`config.mk`:
```
export PLATFORM = sky130hd
export DESIGN_NAME = a_if_capture_fifo_flat
export DESIGN_NICKNAME = d
export VERILOG_FILES = /design/src/rtl/a_if_capture_fifo_if.sv /design/src/rtl/a_if_capture_fifo.sv /design/src/flat_wrapper.sv
export SDC_FILE = /design/constraint.sdc
export NUM_CORES = 1
export LEC_CHECK = 0
export BUFFER_PORTS_ARGS = -buffer_cell sky130_fd_sc_hd__buf_2
export CAP_MARGIN = 0
export CORE_AREA = 3 3 105 77
export CTS_CLUSTER_DIAMETER = 200
export CTS_CLUSTER_SIZE = 10
export DETAILED_ROUTE_END_ITERATION = 6
export DIE_AREA = 0 0 108 80
export GPL_TIMING_DRIVEN = 0
export PLACE_DENSITY = 0.9
export SLEW_MARGIN = 10
export SYNTH_ARGS = -nofsm -noshare
export SYNTH_HDL_FRONTEND = slang
export SYNTH_SLANG_ARGS = --single-unit
export TNS_END_PERCENT = 1
```
`constraint.sdc`:
```
create_clock -name clk -period 3 [get_ports clk]
set_clock_uncertainty 0.05 [all_clocks]
set_input_delay 0.6 -clock clk [delete_from_list [all_inputs] [get_ports clk]]
set_output_delay 0.6 -clock clk [all_outputs]
set_load 0.02 [all_outputs]
```
`src/rtl/a_if_capture_fifo_if.sv`:
```
// ---------------------------------------------------------------------------
// a_if_capture_fifo_if
// Groups the capture FIFO's sample input and valid/ready output handshake.
//   in_en      sample strobe from the interface counter stage
//   in_data    8-bit value seen on the interface bus (a.w)
//   out_valid  head entry available
//   out_ready  consumer accepts the head entry
//   out_data   head entry value
//   out_wrap   head entry wrap tag
// The master modport is the surrounding environment (producer + consumer);
// the slave modport is the FIFO itself.
// ---------------------------------------------------------------------------
interface a_if_capture_fifo_if;
    logic       in_en;
    logic [7:0] in_data;
    logic       out_valid;
    logic       out_ready;
    logic [7:0] out_data;
    logic       out_wrap;

    modport master (
        output in_en,
        output in_data,
        output out_ready,
        input  out_valid,
        input  out_data,
        input  out_wrap
    );

    modport slave (
        input  in_en,
        input  in_data,
        input  out_ready,
        output out_valid,
        output out_data,
        output out_wrap
    );
endinterface

```
`src/rtl/a_if_capture_fifo.sv`:
```
// ---------------------------------------------------------------------------
// a_if_capture_fifo
// Samples the 8-bit interface bus value on in_en and buffers it in a small
// first-word-fall-through FIFO. Each entry carries a wrap tag that marks an
// 8-bit roll-over relative to the previous sample (e.g. 255 -> 0). Samples
// arriving while the FIFO is full (and not being popped) are dropped and set a
// sticky overflow flag; accepted wrap-tagged entries are counted, saturating.
// Ports:
//   clk       system clock, rising edge
//   rst_n     asynchronous active-low reset
//   bus       slave side of a_if_capture_fifo_if (sample in, valid/ready out)
//   clr_ovf   synchronous clear of the overflow flag
//   level     number of stored entries
//   overflow  sticky: a sample was dropped while full
//   wrap_cnt  accepted wrap-tagged entries, saturating at all-ones
// ---------------------------------------------------------------------------
module a_if_capture_fifo #(
    parameter int DEPTH  = 4,
    parameter int WCNT_W = 16
) (
    input  logic                   clk,
    input  logic                   rst_n,
    a_if_capture_fifo_if.slave     bus,
    input  logic                   clr_ovf,
    output logic [$clog2(DEPTH):0] level,
    output logic                   overflow,
    output logic [WCNT_W-1:0]      wrap_cnt
);

    localparam int AW = $clog2(DEPTH);
    localparam int LW = AW + 1;
    localparam logic [LW-1:0] FULL_LEVEL = LW'(DEPTH);

    logic [7:0]    mem_data [DEPTH];
    logic          mem_wrap [DEPTH];
    logic [AW-1:0] wr_ptr;
    logic [AW-1:0] rd_ptr;
    logic [AW-1:0] rd_ptr_nxt;
    logic [LW-1:0] level_nxt;
    logic          pop;
    logic          push;
    logic          drop;
    logic          wrap;
    logic          prev_vld;
    logic [7:0]    prev_data;
    logic [7:0]    head_data;
    logic          head_wrap;
    logic [7:0]    head_data_nxt;
    logic          head_wrap_nxt;

    assign bus.out_valid = (level != '0);
    assign bus.out_data  = head_data;
    assign bus.out_wrap  = head_wrap;

    // Handshake decode and next-state computation. A full FIFO still accepts
    // a sample when the head is being popped in the same cycle. The head
    // register is reloaded from whichever entry will be at the read pointer
    // after this edge; when that slot is the one being written right now
    // (FIFO empty, or emptying while pushing) the incoming sample is taken
    // directly, giving a registered output one cycle after the push. When
    // the FIFO goes empty the head register keeps its last value.
    always_comb begin
        pop        = bus.out_valid & bus.out_ready;
        push       = bus.in_en & ((level < FULL_LEVEL) | pop);
        drop       = bus.in_en & ~push;
        wrap       = prev_vld & (bus.in_data < prev_data);
        rd_ptr_nxt = pop ? rd_ptr + AW'(1) : rd_ptr;

        level_nxt = level;
        if (push && !pop) begin
            level_nxt = level + LW'(1);
        end else if (pop && !push) begin
            level_nxt = level - LW'(1);
        end

        head_data_nxt = head_data;
        head_wrap_nxt = head_wrap;
        if (level_nxt != '0) begin
            if (push && (rd_ptr_nxt == wr_ptr)) begin
                head_data_nxt = bus.in_data;
                head_wrap_nxt = wrap;
            end else begin
                head_data_nxt = mem_data[rd_ptr_nxt];
                head_wrap_nxt = mem_wrap[rd_ptr_nxt];
            end
        end
    end

    // Entry storage, written at the write pointer on every accepted sample.
    always_ff @(posedge clk or negedge rst_n) begin
        if (!rst_n) begin
            for (int i = 0; i < DEPTH; i++) begin
                mem_data[i] <= '0;
                mem_wrap[i] <= 1'b0;
            end
        end else if (push) begin
            mem_data[wr_ptr] <= bus.in_data;
            mem_wrap[wr_ptr] <= wrap;
        end
    end

    // Pointers, fill level and the registered head entry. Pointers are
    // exactly AW bits wide so they wrap naturally at DEPTH.
    always_ff @(posedge clk or negedge rst_n) begin
        if (!rst_n) begin
            wr_ptr    <= '0;
            rd_ptr    <= '0;
            level     <= '0;
            head_data <= '0;
            head_wrap <= 1'b0;
        end else begin
            if (push) begin
                wr_ptr <= wr_ptr + AW'(1);
            end
            rd_ptr    <= rd_ptr_nxt;
            level     <= level_nxt;
            head_data <= head_data_nxt;
            head_wrap <= head_wrap_nxt;
        end
    end

    // Previous-sample tracking for the wrap tag. It follows every sampled
    // value, including dropped ones, so the tag always compares against the
    // value that was actually on the bus last time.
    always_ff @(posedge clk or negedge rst_n) begin
        if (!rst_n) begin
            prev_vld  <= 1'b0;
            prev_data <= '0;
        end else if (bus.in_en) begin
            prev_vld  <= 1'b1;
            prev_data <= bus.in_data;
        end
    end

    // Status: overflow is sticky and a drop in the same cycle as a clear
    // leaves it set. wrap_cnt only counts entries that were stored and
    // stops at all-ones instead of rolling over.
    always_ff @(posedge clk or negedge rst_n) begin
        if (!rst_n) begin
            overflow <= 1'b0;
            wrap_cnt <= '0;
        end else begin
            if (drop) begin
                overflow <= 1'b1;
            end else if (clr_ovf) begin
                overflow <= 1'b0;
            end
            if (push && wrap && (wrap_cnt != '1)) begin
                wrap_cnt <= wrap_cnt + WCNT_W'(1);
            end
        end
    end

endmodule
```
`src/flat_wrapper.sv`:
```
// flat-port wrapper written by rule: the top's interface ports become plain ports
module a_if_capture_fifo_flat 
#(
    parameter int DEPTH  = 4,
    parameter int WCNT_W = 16
)
  (clk, rst_n, clr_ovf, level, overflow, wrap_cnt, bus_in_en, bus_in_data, bus_out_ready, bus_out_valid, bus_out_data, bus_out_wrap);
  a_if_capture_fifo_if bus_i ();
  input  logic clk;
  input  logic rst_n;
  input  logic clr_ovf;
  output logic [$clog2(DEPTH):0] level;
  output logic overflow;
  output logic [WCNT_W-1:0] wrap_cnt;
  input wire logic [$bits(bus_i.in_en)-1:0] bus_in_en;
  input wire logic [$bits(bus_i.in_data)-1:0] bus_in_data;
  input wire logic [$bits(bus_i.out_ready)-1:0] bus_out_ready;
  output wire logic [$bits(bus_i.out_valid)-1:0] bus_out_valid;
  output wire logic [$bits(bus_i.out_data)-1:0] bus_out_data;
  output wire logic [$bits(bus_i.out_wrap)-1:0] bus_out_wrap;
  assign bus_i.in_en = bus_in_en;
  assign bus_i.in_data = bus_in_data;
  assign bus_i.out_ready = bus_out_ready;
  assign bus_out_valid = bus_i.out_valid;
  assign bus_out_data = bus_i.out_data;
  assign bus_out_wrap = bus_i.out_wrap;
  a_if_capture_fifo #(.DEPTH(DEPTH), .WCNT_W(WCNT_W)) u_core (.clk(clk), .rst_n(rst_n), .bus(bus_i), .clr_ovf(clr_ovf), .level(level), .overflow(overflow), .wrap_cnt(wrap_cnt));
endmodule
```
# Yosys cells after proc, flatten, opt, wreduce, memory -nomap -nowiden
# Cells that the tools add are included.
# W data, S select, Z words.
# totals
register_bits	78
in_bits	13
out_inout_bits	30
# classes
add_sub_neg	5
n_lt_le_gt_ge	5
n_eq_ne	2
mux	19
n_bitwise	8
reduce_logical	11
# ops
operator	n
$bwmux W32	1
$mux W8	4
$add A16 B1 Y16 const B	1
$bmux W8 S2	1
$demux W8 S2	1
$ne A16 B16 Y1 const B	1
$lt A8 B8 Y1	1
$ge A3 B3 Y1 const B	2
$logic_and A1 B1 Y1	6
$mux W1	6
$mux W3	2
$not A2 Y3	2
$reduce_bool A3 Y1	2
$add A2 B1 Y2 const B	2
$and A1 B1 Y1	4
$bwmux W4	1
$add A3 B1 Y3 const B	1
$lt A3 B1 Y1 const B	1
$lt A3 B3 Y1 const B	1
$sub A3 B1 Y3 const B	1
$bmux W1 S2	1
$demux W1 S2	1
$eq A2 B2 Y1	1
$logic_not A1 Y1	2
4 further kinds	4

# Depth between registers and ports, before layout
# depth
depth_word	9
ltp_mapped	10

# Worst setup path after synthesis
# Ideal clock, no wire load.
# synth_timing
kind	input to register
from	input port bus_in_data[2]
to	register u_core.wrap_cnt[8]
setup_time_ns	0.131
t_arrival_ns	2.222
path_slack_ns	0.597
stages	7
path_cell_list	ha_1 > a211oi_1 > o21ai_1 > a41oi_2 > nand2_2 > or4b_1 > xnor2_1
# synth_via
elab_chain_len	4
# synth_lines
item	line_no	source
start: declaration	flat_wrapper.sv:16	input wire logic [$bits(bus_i.in_data)-1:0] bus_in_data;
$lt A8 B8 Y1	a_if_capture_fifo.sv:66	wrap = prev_vld & (bus.in_data < prev_data);
$and A1 B1 Y1	a_if_capture_fifo.sv:66	
$logic_and A1 B1 Y1 (2 in series)	a_if_capture_fifo.sv:148	if (push && wrap && (wrap_cnt != '1)) begin
end signal: assignment	a_if_capture_fifo.sv:149	wrap_cnt <= wrap_cnt + WCNT_W'(1);
end: declaration	a_if_capture_fifo.sv:27	output logic [WCNT_W-1:0] wrap_cnt
# Every way passes these cells.
# A chain may end at the register's enable or synchronous reset.

# Worst setup path in the final report
# layout_timing
from	register u_core.level[1]
to	register u_core.head_data[1], in the netlist u_core.bus.out_data[1]
# layout_via
elab_chain_len	9
# layout_lines
item	line_no	source
start: declaration	a_if_capture_fifo.sv:25	output logic [$clog2(DEPTH):0] level,
start signal: assignment	a_if_capture_fifo.sv:116	level <= level_nxt;
parallel branches: the longest is 9 deep, another holds $lt A3 B3 Y1	n/a	
end signal: assignment	a_if_capture_fifo.sv:117	head_data <= head_data_nxt;
end: declaration	a_if_capture_fifo.sv:46	logic [7:0] head_data;
# Parallel ways; which one is timed is not known. The select of a mux whose other input is x is not followed.

==> impl_metrics.csv <==
group,metric,value,unit
synth,synth_top_family_by_area,"compound AO/OA/AOI/OAI gates",
sta,post-route-min-period,2.63,ns
grt,use_met3,0.0445,
synth,synth_seq_area_share,0.463,
cts,insertion_delay,0.35,ns
cts,clkSlewWorstSetupHoldPaths,0.08,ns
setup_path,worst_path_max_delay_cell,"a21oi_1",
setup_path,cp.required,3.18,ns
flow_run,max_cap_violations,0,
pwr,vdd_drop_max,0.443,mV
synth,synth_area,4210,µm²
place,dpl_worst_slack,0.156,ns
setup_path,critPathTopFamily,"compound AO/OA/AOI/OAI gates",
route,drc,0,
place,io_buffers,40,
die,die-area,8640,µm²
route,ant_nets,0,
sta,setup_ws,0.371,ns
die,die_w,108,µm
route,drt_iter0_markers,230,
setup_path,crit_buf_inv,2,
setup_path,critPathKind,"flop to flop",
synth,synth-compound-area-share,0.156,
sta,drv_slew,0,
run_status,status,"completed",
setup_path,critPathMaxStageDelay,0.69,ns
cts,cts_resized,0,
synth,yosys.area_share.simple,0.117,
die,coreArea,7190,µm²
synth,ys_ff_latch,78,
place,gp_congestion,0.918,
sta,finalCritPeriodShare,0.876,
worst_hold_path,hp-class,"input pin to async pin",
die,die_height,80,µm
setup_path,end_kind,"flop",
grt,grt_pass1_wl,16300,µm
cts,cts_buffers,9,
grt,grt_use_total,0.244,
synth,async_flop_share,1.00,
grt,grt-busiest-layer,"met2",
finish,drive_gt1_frac,0.283,
setup_path,cpMostUsedCell,"a21oi_1",
synth,synth.distinct_cells,53,
setup_path,worstSetupStartpointType,"flop",
finish,seqCellArea,1950,µm²
synth,synthCells,389,
finish,insertedDiodeCount,0,
place,place_inst,528,
sta,grt_setup_unrepaired,"false",
grt,met2_usage,0.364,
finish,final_cells,543,
synth,synthMuxAreaShare,0.131,
sta,relSlewSlack,0.425,
grt,grt_pass1_vias,3232,
grt,grt_max_degree,55,
cts,cts_setup_buffers,0,
route,wirelength,9520,µm
finish,multi_input_comb_area,2060,µm²
synth,synthAdderAreaFrac,0.0446,
synth,synth_edf_count,0,
route,drt_pre_antenna_iters,5,
grt,met1_usage,0.361,
setup_path,arrival,2.81,ns
sta,setup_tns,0,ns
synth,synthesis.nets,417,
cts,cts_tree,"built",
route,via_per_inst,5.90,
die,rows,26,
cts,htree_levels,3,
sta,hold_viol_final,0,
cts,cts.sinks,78,
synth,synth-xor-area-share,0.0392,
route,num_vias,3201,
place,place_hpwl,6870,µm
die,initial_core_util,0.586,
finish,layout.nets,469,
cts,hold_buffers,0,
cts,clock-root-buffer,"clkbuf_8",
synth,synth-warning-count,0,
synth,synth-main-ff-cell,"dfrtp_1",
sta,setup_viol,0,
finish,fillers,573,
sta,worst_slew_pin_slew,0.862,ns
setup_path,path_cells,"inv_1 > ha_1 > nor2b_4 > inv_2 > a21oi_1 > a221oi_1 > a21oi_1 > a211o_1 > a31oi_1",
pwr,p_per_area,989,nW/µm²
route,wl_per_cell,17.5,µm
synth,synth.avg_cell_area,10.8,µm²
sta,fmax,380,MHz
die,io_pins,43,
grt,antenna_found_initial,0,
grt,grt_remaining_overflow,0,
setup_path,critPathMaxFanout,9,
finish,area_delta_synth_final,12.3,%
pwr,p_leak,2.18,nW
cts,clockBufferDepth,2,
sequential cells by signal (all words and copies together) (netlist names), 2 cells and up:
register	count
u_core.level	3
u_core.rd_ptr	2
u_core.wrap_cnt	16
u_core.prev_data	8
u_core.wr_ptr	2
u_core.mem_wrap	4
u_core.bus.out_data	8
u_core.mem_data	32
worst reg2reg max path, delay by kind of cell, from the launching register on:
kind                     cells  cell delay (ns)
AO/OA/AOI/OAI                5             1.33
adder cells (fa/ha/maj)      1             0.25
buffers and inverters        2             0.20
flip-flops                   1             0.43
AND/OR/NAND/NOR              1             0.24
synth_stat cells, types with 9 or more instances:
master,n,share of area
a221oi_1,9,0.019
ha_1,15,0.045
nor2_1,13,0.012
clkbuf_1,9,0.0080
a211o_1,10,0.021
inv_1,23,0.020
a21oi_1,13,0.015
o21ai_0,11,0.013
a2bb2oi_1,10,0.021
nand2_1,37,0.033
dfrtp_1,78,0.46
mux2_2,42,0.11
nor3_1,12,0.014
xnor2_1,16,0.033
final timing paths:
kind                                          endpoint  depth (start not counted)  slack [ns]                start
worst min register to register     u_core.wrap_cnt[10]                          1        0.44  u_core.wrap_cnt[10]
worst min-delay path               u_core.wrap_cnt[10]                          1         0.1                rst_n
min in group clk                       u_core.overflow                          2        0.38              clr_ovf
worst max register to register  u_core.bus.out_data[1]                          9        0.37      u_core.level[1]
max in group asynchronous          u_core.mem_data[25]                          2        2.23                rst_n
worst max-delay path            u_core.bus.out_data[1]                          9        0.37      u_core.level[1]
routing by layer:
| layer | part of all wire | vias to the layer above |
|---|---|---|
| met5 | 0 | - |
| met4 | 0.0092 | 0 |
| met2 | 0.44 | 121 |
| met1 | 0.49 | 1567 |
| met3 | 0.058 | 8 |
| li1 | - | 1505 |
stage by stage:
| stage | hold slack (ns) | total power [mW] | util | area [µm²] |
|---|---|---|---|---|
| floorplan | 0.254 | 3.38 | - | 4210 |
| global placement | 0.406 | 3.87 | 0.631 | 4530 |
| detailed placement | 0.424 | 3.97 | 0.635 | 4560 |
| CTS | 0.0991 | 4.68 | 0.658 | 4730 |
| global route | 0.121 | 5.01 | 0.658 | 4730 |
| finish | 0.0969 | 4.68 | 0.658 | 4730 |
logic make-up after synthesis:
group	count (synthesis)
flip-flops	78
AO/OA/AOI/OAI	84
adder cells (fa/ha/maj)	15
XOR/XNOR	18
buffers and inverters	45
multiplexers	50
AND/OR/NAND/NOR	99
cell usage in the layout, fill, tap and decap left out, types with 7 or more instances in the layout:
| cell | Yosys | layout |
|---|---|---|
| dfrtp_1 | 78 | 78 |
| buf_2 | 6 | 45 |
| mux2_2 | 42 | 42 |
| nand2_1 | 37 | 37 |
| inv_1 | 23 | 23 |
| xnor2_1 | 16 | 16 |
| ha_1 | 15 | 15 |
| a21oi_1 | 13 | 13 |
| nor2_1 | 13 | 13 |
| nor3_1 | 12 | 12 |
| clkbuf_1 | 9 | 11 |
| o21ai_0 | 11 | 11 |
| a2bb2oi_1 | 10 | 10 |
| a211o_1 | 10 | 10 |
| clkbuf_8 | 0 | 10 |
| a221oi_1 | 9 | 9 |
| nand3_1 | 8 | 8 |
| a31o_2 | 8 | 8 |
| mux2i_1 | 8 | 8 |
| a31oi_1 | 7 | 7 |
layout make-up:
type	instances	share of cell area
clock inverters	3	0.00450
inverters	25	0.0198
multi-input cells	266	0.435
plain buffers	20	0.0230
flip-flops and latches	78	0.413
repair buffers	41	0.0487
well taps	98	0.0259
clock buffers	12	0.0307
power by group:
part	internal (mW)	total, mW	switching, mW
registers	1.47	1.75	0.285
logic	1.01	2.24	1.23
clock network	0.319	0.689	0.370
total	2.79	4.68	1.88
Note: power is estimated with default switching activity, not from simulation.
